[src/rtl/barrel_shift_r_seq_if.sv]
// Handshake bundle for barrel_shift_r_seq: operand in, result out, plus busy status.
interface barrel_shift_r_seq_if #(
  parameter int ADDRESS_BITS = 3
);
  localparam int WIDTH = 2 ** ADDRESS_BITS;

  logic                    in_valid;
  logic                    in_ready;
  logic [WIDTH-1:0]        num;
  logic [ADDRESS_BITS-1:0] amt;
  logic                    out_valid;
  logic                    out_ready;
  logic [WIDTH-1:0]        shifted;
  logic                    busy;

  modport master (
    output in_valid, num, amt, out_ready,
    input  in_ready, out_valid, shifted, busy
  );

  modport slave (
    input  in_valid, num, amt, out_ready,
    output in_ready, out_valid, shifted, busy
  );
endinterface

[src/rtl/barrel_shift_r_seq.sv]
// Sequential right barrel shifter: one log stage (shift by 2^k) per clock.
// Optional ZERO_BYPASS_EN: amt==0 skips the shift stages and goes straight to DONE.
module barrel_shift_r_seq #(
  parameter int ADDRESS_BITS = 3,
  parameter bit ARITH        = 1'b0
) (
  input  logic              clk,
  input  logic              rst_n,
  barrel_shift_r_seq_if.slave bus
);
  localparam int WIDTH = 2 ** ADDRESS_BITS;
  localparam int STW   = $clog2(ADDRESS_BITS) + 1;

  typedef enum logic [1:0] {IDLE, SHIFT, DONE} state_t;

  state_t                  state_q, state_d;
  logic [WIDTH-1:0]        data_q, data_d;
  logic [ADDRESS_BITS-1:0] amt_q, amt_d;
  logic                    fill_q, fill_d;
  logic [STW-1:0]          stage_q, stage_d;

  // Every stage's candidate result is built in parallel; the current stage picks one.
  logic [ADDRESS_BITS-1:0][WIDTH-1:0] stage_res;
  logic [WIDTH-1:0]                   cur_res;
  logic                               cur_bit;
  logic                               last_stage;

  for (genvar k = 0; k < ADDRESS_BITS; k++) begin : g_stage
    assign stage_res[k] = {{(2 ** k){fill_q}}, data_q[WIDTH-1:(2 ** k)]};
  end

  always_comb begin
    cur_res = data_q;
    cur_bit = 1'b0;
    for (int k = 0; k < ADDRESS_BITS; k++) begin
      if (stage_q == STW'(k)) begin
        cur_res = stage_res[k];
        cur_bit = amt_q[k];
      end
    end
  end

  assign last_stage = (stage_q == STW'(ADDRESS_BITS - 1));

  always_comb begin
    state_d = state_q;
    data_d  = data_q;
    amt_d   = amt_q;
    fill_d  = fill_q;
    stage_d = stage_q;
    case (state_q)
      IDLE: begin
        if (bus.in_valid) begin
          data_d  = bus.num;
          amt_d   = bus.amt;
          fill_d  = ARITH ? bus.num[WIDTH-1] : 1'b0;
          stage_d = '0;
`ifdef ZERO_BYPASS_EN
          state_d = (bus.amt == '0) ? DONE : SHIFT;
`else
          state_d = SHIFT;
`endif
        end
      end
      SHIFT: begin
        if (cur_bit) data_d = cur_res;
        if (last_stage) begin
          stage_d = '0;
          state_d = DONE;
        end else begin
          stage_d = stage_q + STW'(1);
        end
      end
      DONE: begin
        if (bus.out_ready) state_d = IDLE;
      end
      default: state_d = IDLE;
    endcase
  end

  always_ff @(posedge clk or negedge rst_n) begin
    if (!rst_n) begin
      state_q <= IDLE;
      data_q  <= '0;
      amt_q   <= '0;
      fill_q  <= 1'b0;
      stage_q <= '0;
    end else begin
      state_q <= state_d;
      data_q  <= data_d;
      amt_q   <= amt_d;
      fill_q  <= fill_d;
      stage_q <= stage_d;
    end
  end

  // Pure state decodes: nothing combinational from in_valid/out_ready reaches the outputs.
  assign bus.in_ready  = (state_q == IDLE);
  assign bus.out_valid = (state_q == DONE);
  assign bus.busy      = (state_q != IDLE);
  assign bus.shifted   = data_q;
endmodule

[src/flat_wrapper.sv]
// flat-port wrapper written by rule: the top's interface ports become plain ports
module barrel_shift_r_seq_flat 
#(
  parameter int ADDRESS_BITS = 3,
  parameter bit ARITH        = 1'b0
)
  (clk, rst_n, bus_in_valid, bus_num, bus_amt, bus_out_ready, bus_in_ready, bus_out_valid, bus_shifted, bus_busy);
  barrel_shift_r_seq_if #(.ADDRESS_BITS(ADDRESS_BITS)) bus_i ();
  input  logic clk;
  input  logic rst_n;
  input wire logic [$bits(bus_i.in_valid)-1:0] bus_in_valid;
  input wire logic [$bits(bus_i.num)-1:0] bus_num;
  input wire logic [$bits(bus_i.amt)-1:0] bus_amt;
  input wire logic [$bits(bus_i.out_ready)-1:0] bus_out_ready;
  output wire logic [$bits(bus_i.in_ready)-1:0] bus_in_ready;
  output wire logic [$bits(bus_i.out_valid)-1:0] bus_out_valid;
  output wire logic [$bits(bus_i.shifted)-1:0] bus_shifted;
  output wire logic [$bits(bus_i.busy)-1:0] bus_busy;
  assign bus_i.in_valid = bus_in_valid;
  assign bus_i.num = bus_num;
  assign bus_i.amt = bus_amt;
  assign bus_i.out_ready = bus_out_ready;
  assign bus_in_ready = bus_i.in_ready;
  assign bus_out_valid = bus_i.out_valid;
  assign bus_shifted = bus_i.shifted;
  assign bus_busy = bus_i.busy;
  barrel_shift_r_seq #(.ADDRESS_BITS(ADDRESS_BITS), .ARITH(ARITH)) u_core (.clk(clk), .rst_n(rst_n), .bus(bus_i));
endmodule
[config.mk]
export PLATFORM = sky130hd
export DESIGN_NAME = barrel_shift_r_seq_flat
export DESIGN_NICKNAME = d
export VERILOG_FILES = /design/src/rtl/barrel_shift_r_seq_if.sv /design/src/rtl/barrel_shift_r_seq.sv /design/src/flat_wrapper.sv
export SDC_FILE = /design/constraint.sdc
export NUM_CORES = 1
export LEC_CHECK = 0
export BUFFER_PORTS_ARGS = -buffer_cell sky130_fd_sc_hd__buf_2
export CORE_MARGIN = 3
export CORE_UTILIZATION = 55
export DETAILED_ROUTE_END_ITERATION = 10
export GPL_TIMING_DRIVEN = 0
export PLACE_DENSITY = 0.82
export SLEW_MARGIN = 20
export SYNTH_ARGS = -nofsm -noshare
export SYNTH_HDL_FRONTEND = slang
export SYNTH_SLANG_ARGS = --single-unit
[constraint.sdc]
create_clock -name clk -period 5.9 [get_ports clk]
set_clock_uncertainty 0.05 [all_clocks]
set_input_delay 1.18 -clock clk [delete_from_list [all_inputs] [get_ports clk]]
set_output_delay 1.18 -clock clk [all_outputs]
set_load 0.1 [all_outputs]
== Yosys cells after proc, flatten, opt, wreduce, memory -nomap -nowiden ==
Index checks and enable logic that the tools add are counted.
Word-level totals
  bits in registers: 16
  bits of input ports: 15
  output and inout bits: 11
  word-level logic and storage cells: 38
Operators by class
  add/sub/neg operators: 1
  equal/unequal tests: 9
  multiplexer cells: 16
  reductions and logical operators: 8
Operators with widths (number)
  two-way mux 8 bit: 5
  one-hot mux 8 bit (2 select lines): 1
  two-way mux 2 bit: 3
  two-way mux 3 bit: 2
  one-hot mux 2 bit (3 select lines): 1
  one-hot mux 3 bit (2 select lines): 1
  != test 2 x 1 -> 1 bit, second input constant: 2
  != test 2 bit, second input constant: 2
  != test 4 x 1 -> 1 bit, second input constant: 1
  AND reduction 2 bit: 2
  AND reduction 4 bit: 1
  nonzero test 2 bit: 2
  adder 3 x 1 -> 3 bit, second input constant: 1
  equality test 3 x 1 -> 1 bit, second input constant: 1
  equality test 3 x 2 -> 1 bit, second input constant: 1
  zero test 3 bit: 1
  two-way mux 1 bit: 3
  AND reduction 3 bit: 1
  equality test 2 x 1 -> 1 bit, second input constant: 1
  equality test 2 bit, second input constant: 1
  zero test 2 bit: 1

== Depth between registers and ports, before layout ==
  word-level depth: 6
  gate-level depth with buffers: 6
  gate-level depth less buffers: 4

== Worst setup path before layout ==
Ideal clock, no wire load.
  path kind: reg-to-output
  start point: register u_core.state_q[0]
  end point: output port bus_busy
  data arrival time: 2743 ps
  setup slack: 1927 ps
  stages on the path, launching flop included: 3
  path buffers: 0
  path through: dfrtp_1 > nor2_1 > inv_1
Between the ends
  longest elaborated chain between the ends: 1
Ends and longest elaborated chain
  from (decl): line barrel_shift_r_seq.sv:16  | state_t state_q, state_d;
  from (signal assigned): line barrel_shift_r_seq.sv:89  | state_q <= state_d;
  nonzero test 2 bit: line barrel_shift_r_seq.sv:100  | assign bus.busy = (state_q != IDLE);
  to (decl): line flat_wrapper.sv:18  | output wire logic [$bits(bus_i.busy)-1:0] bus_busy;
No other way between the ends.

== Worst setup path in the final report ==
  start point: register u_core.state_q[0]
  end point: output port bus_in_ready
Between the ends
  longest elaborated chain between the ends: 1
Ends and longest elaborated chain
  zero test 2 bit: line barrel_shift_r_seq.sv:98  | assign bus.in_ready = (state_q == IDLE);
  to (decl): line flat_wrapper.sv:15  | output wire logic [$bits(bus_i.in_ready)-1:0] bus_in_ready;
No other way between the ends.

==> flow_summary_export.csv <==
group,metric,value,unit
min_path,hold_depth,1,
critical_path,max_stage_delay,0.49,ns
critical_path,critPathRequiredTime,4.67,ns
layout,layout_common_cells,"buf_2, dfrtp_1, nor2_1, nand2_1, a31oi_1",
detailed_routing,drt-initial-drc-count,35,
clock_tree,cts_hold_buf,0,
critical_path,r2r_end,"u_core.bus.shifted[4]$_DFFE_PN0P_",
placement,dp_hpwl,1660,um
critical_path,path_buf_inv,1,
timing,final-setup-viol-count,0,
placement,routabilityCongestion,0.836,
timing,fin_crit,2.72,ns
detailed_routing,avgRoutedWirePerCell,14.5,um
min_path,min_to,"u_core.bus.shifted[0]$_DFFE_PN0P_",
yosys,synth-simple-area-share,21.9,%
grt,busiest_layer,"met2",
floorplanning,die_w,48.9,um
layout,fillers,133,
layout,multi_input_area,559,um^2
detailed_routing,ant_nets,0,
placement,dp_cells,157,
timing,worst_pin_slew,0.487,ns
grt,grt_use_met3,4.59,%
critical_path,cp_slowest_cell,"dfrtp_1",
critical_path,crit_family,"flip-flops",
detailed_routing,drc,0,
clock_tree,cts_tree,"yes",
placement,io_buffers,25,
yosys,synth_mux_area_share,14.7,%
yosys,synth_fp_nets,123,
detailed_routing,via_per_inst,5.89,
grt,gr-usage-met2,36.0,%
yosys,yosysUniqueCellTypes,29,
grt,antenna_found_initial,0,
timing,relSlewSlack,67.7,%
clock_tree,clk_pin_slew_worst_paths,0.09,ns
yosys,synthesis.area,1010,um^2
timing,rsz0062_at_grt,"no",
critical_path,path_cells,"nor2_1 > buf_2",
grt,grt_pass1_wl,3860,um
layout,n_antenna_cell,0,
yosys,ys_seq_elements,16,
layout,syn_to_final_growth,18.9,%
clock_tree,clock-sinks,16,
floorplanning,die_h,48.9,um
floorplanning,core-area,1610,um^2
critical_path,crit_path_start_kind,"flop",
grt,overflow,0,
timing,hold_viol,0,
critical_path,reg2regPathDepth,6,
floorplanning,ioPinCount,26,
clock_tree,clock_path_buffers,2,
clock_tree,cts_root_buffer,"clkbuf_4",
grt,met1_usage,25.7,%
critical_path,crit_start,"u_core.state_q[0]$_DFFE_PN0P_",
critical_path,criticalPathCategory,"reg2out",
min_path,hp-class,"reg2reg",
layout,final_common_cell,"buf_2",
yosys,post_synth.cell_area_avg,9.38,um^2
detailed_routing,drt-pass1-iter-count,4,
layout,drive_gt1_share,29.9,%
critical_path,reg2reg_slack,3.83,ns
floorplanning,fp.dieArea,2390,um^2
yosys,synthesis.instances,108,
layout,regArea,400,um^2
timing,tns,0,ns
timing,max_freq,0.367,GHz
clock_tree,post-cts-setup-buffers,0,
layout,layout.nets,153,
floorplanning,num_rows,14,
critical_path,cp_max_fo,8,
yosys,synthXorXnorAreaFrac,1.73,%
layout,final_cells,161,
timing,fin_crit_sh,46.2,%
critical_path,endpoint_kind,"primary output",
critical_path,reg2reg_from,"u_core.stage_q[0]$_DFFE_PN0P_",
yosys,ys_seq_area_share,39.5,%
critical_path,cp.arrival,1.49,ns
yosys,synth_top_family_by_area,"simple AND/OR/NAND/NOR gates",
detailed_routing,vias,948,
grt,grt_use_total,21.2,%
min_path,min_from,"u_core.bus.shifted[0]$_DFFE_PN0P_",
outcome,status,"finished clean",
clock_tree,cts_max_level,1,
yosys,synthAdderAreaFrac,0,%
clock_tree,cts_resized,0,
yosys,yosys_warnings,0,
grt,grt_pass1_vias,860,
clock_tree,cts_made_buffers,3,
grt,grt_max_degree,17,
clock_tree,clock_latency,0.29,ns
floorplanning,initial_core_util,62.9,%
timing,maxSlewViolCount,0,
yosys,synth-compound-area-share,16.9,%
detailed_routing,routed_wl,2340,um
job,maxCapViolCount,0,
-- synth_stat cells --
library cell,n,area (um^2)
o21ai_0,5,25.0
a32o_1,1,10.0
or4_1,1,7.51
and3_1,5,31.3
mux2i_1,1,10.0
mux2_4,7,105
nand3_1,2,10.0
inv_1,4,15.0
nor2_1,9,33.8
nor2b_1,3,18.8
buf_6,1,11.3
nor3b_1,2,15.0
a31oi_1,8,50.1
o2bb2ai_1,1,8.76
buf_2,1,5.00
clkbuf_1,6,22.5
xnor2_1,2,17.5
nor4bb_1,4,40.0
a22o_1,2,17.5
and2_1,2,12.5
o22ai_1,4,25.0
nand2_1,9,33.8
dfrtp_1,16,400
nand4_1,1,6.26
a21oi_1,4,20.0
o31ai_1,1,7.51
nand2b_1,2,12.5
mux2_2,3,33.8
o21bai_1,1,7.51
-- worst max path at each step --
stage                         endpoint  slack [ns]  depth (start not counted)
after CTS                 bus_in_ready        3.18                          2
after global placement    bus_in_ready        3.53                          2
after floorplan               bus_busy        1.93                          2
after global routing      bus_in_ready        3.07                          2
after detailed placement  bus_in_ready        3.51                          2
final                     bus_in_ready        3.18                          2
-- cell type report --
class / count / area share, %
clock buffers: 4 / 3.01
multi-input cells: 80 / 46.4
flip-flops and latches: 16 / 33.2
well taps: 24 / 2.49
plain buffers: 8 / 3.22
inverters: 4 / 1.25
repair buffers: 25 / 10.4
-- cells by family (layout without fill, tap and decap cells) --
logic type,after synthesis,count (layout)
buffers and inverters,12,41
AOI/OAI and AO/OA,27,27
and+or+nand+nor,40,40
DFF,16,16
muxes,11,11
xor gates and xnor gates,2,2
-- sequential cells by signal, summed over array words and instances (netlist names) --
register and count:
u_core.amt_q 3, u_core.bus.shifted 8, u_core.stage_q 3, u_core.state_q 2
-- stage by stage --
step                      setup WS, ns  utilization [%]  hold WS (ns)  cell area, um^2
after detailed placement          3.51             72.5         0.444             1170
after CTS                         3.18             74.8         0.469             1200
final                             3.18             74.8         0.464             1200
after global placement            3.53             72.5         0.438             1170
after floorplan                   1.93                -         0.429             1010
after global routing              3.07             74.8         0.485             1200
-- metal layers --
metal	vias up	routed length [um]
met5	-	0
met4	0	42
met3	5	171
met2	40	1110
met1	451	1020
li1	452	-
Power is not shown: default switching activity piles up to over one toggle a cycle in this logic, so the estimate is an artifact.
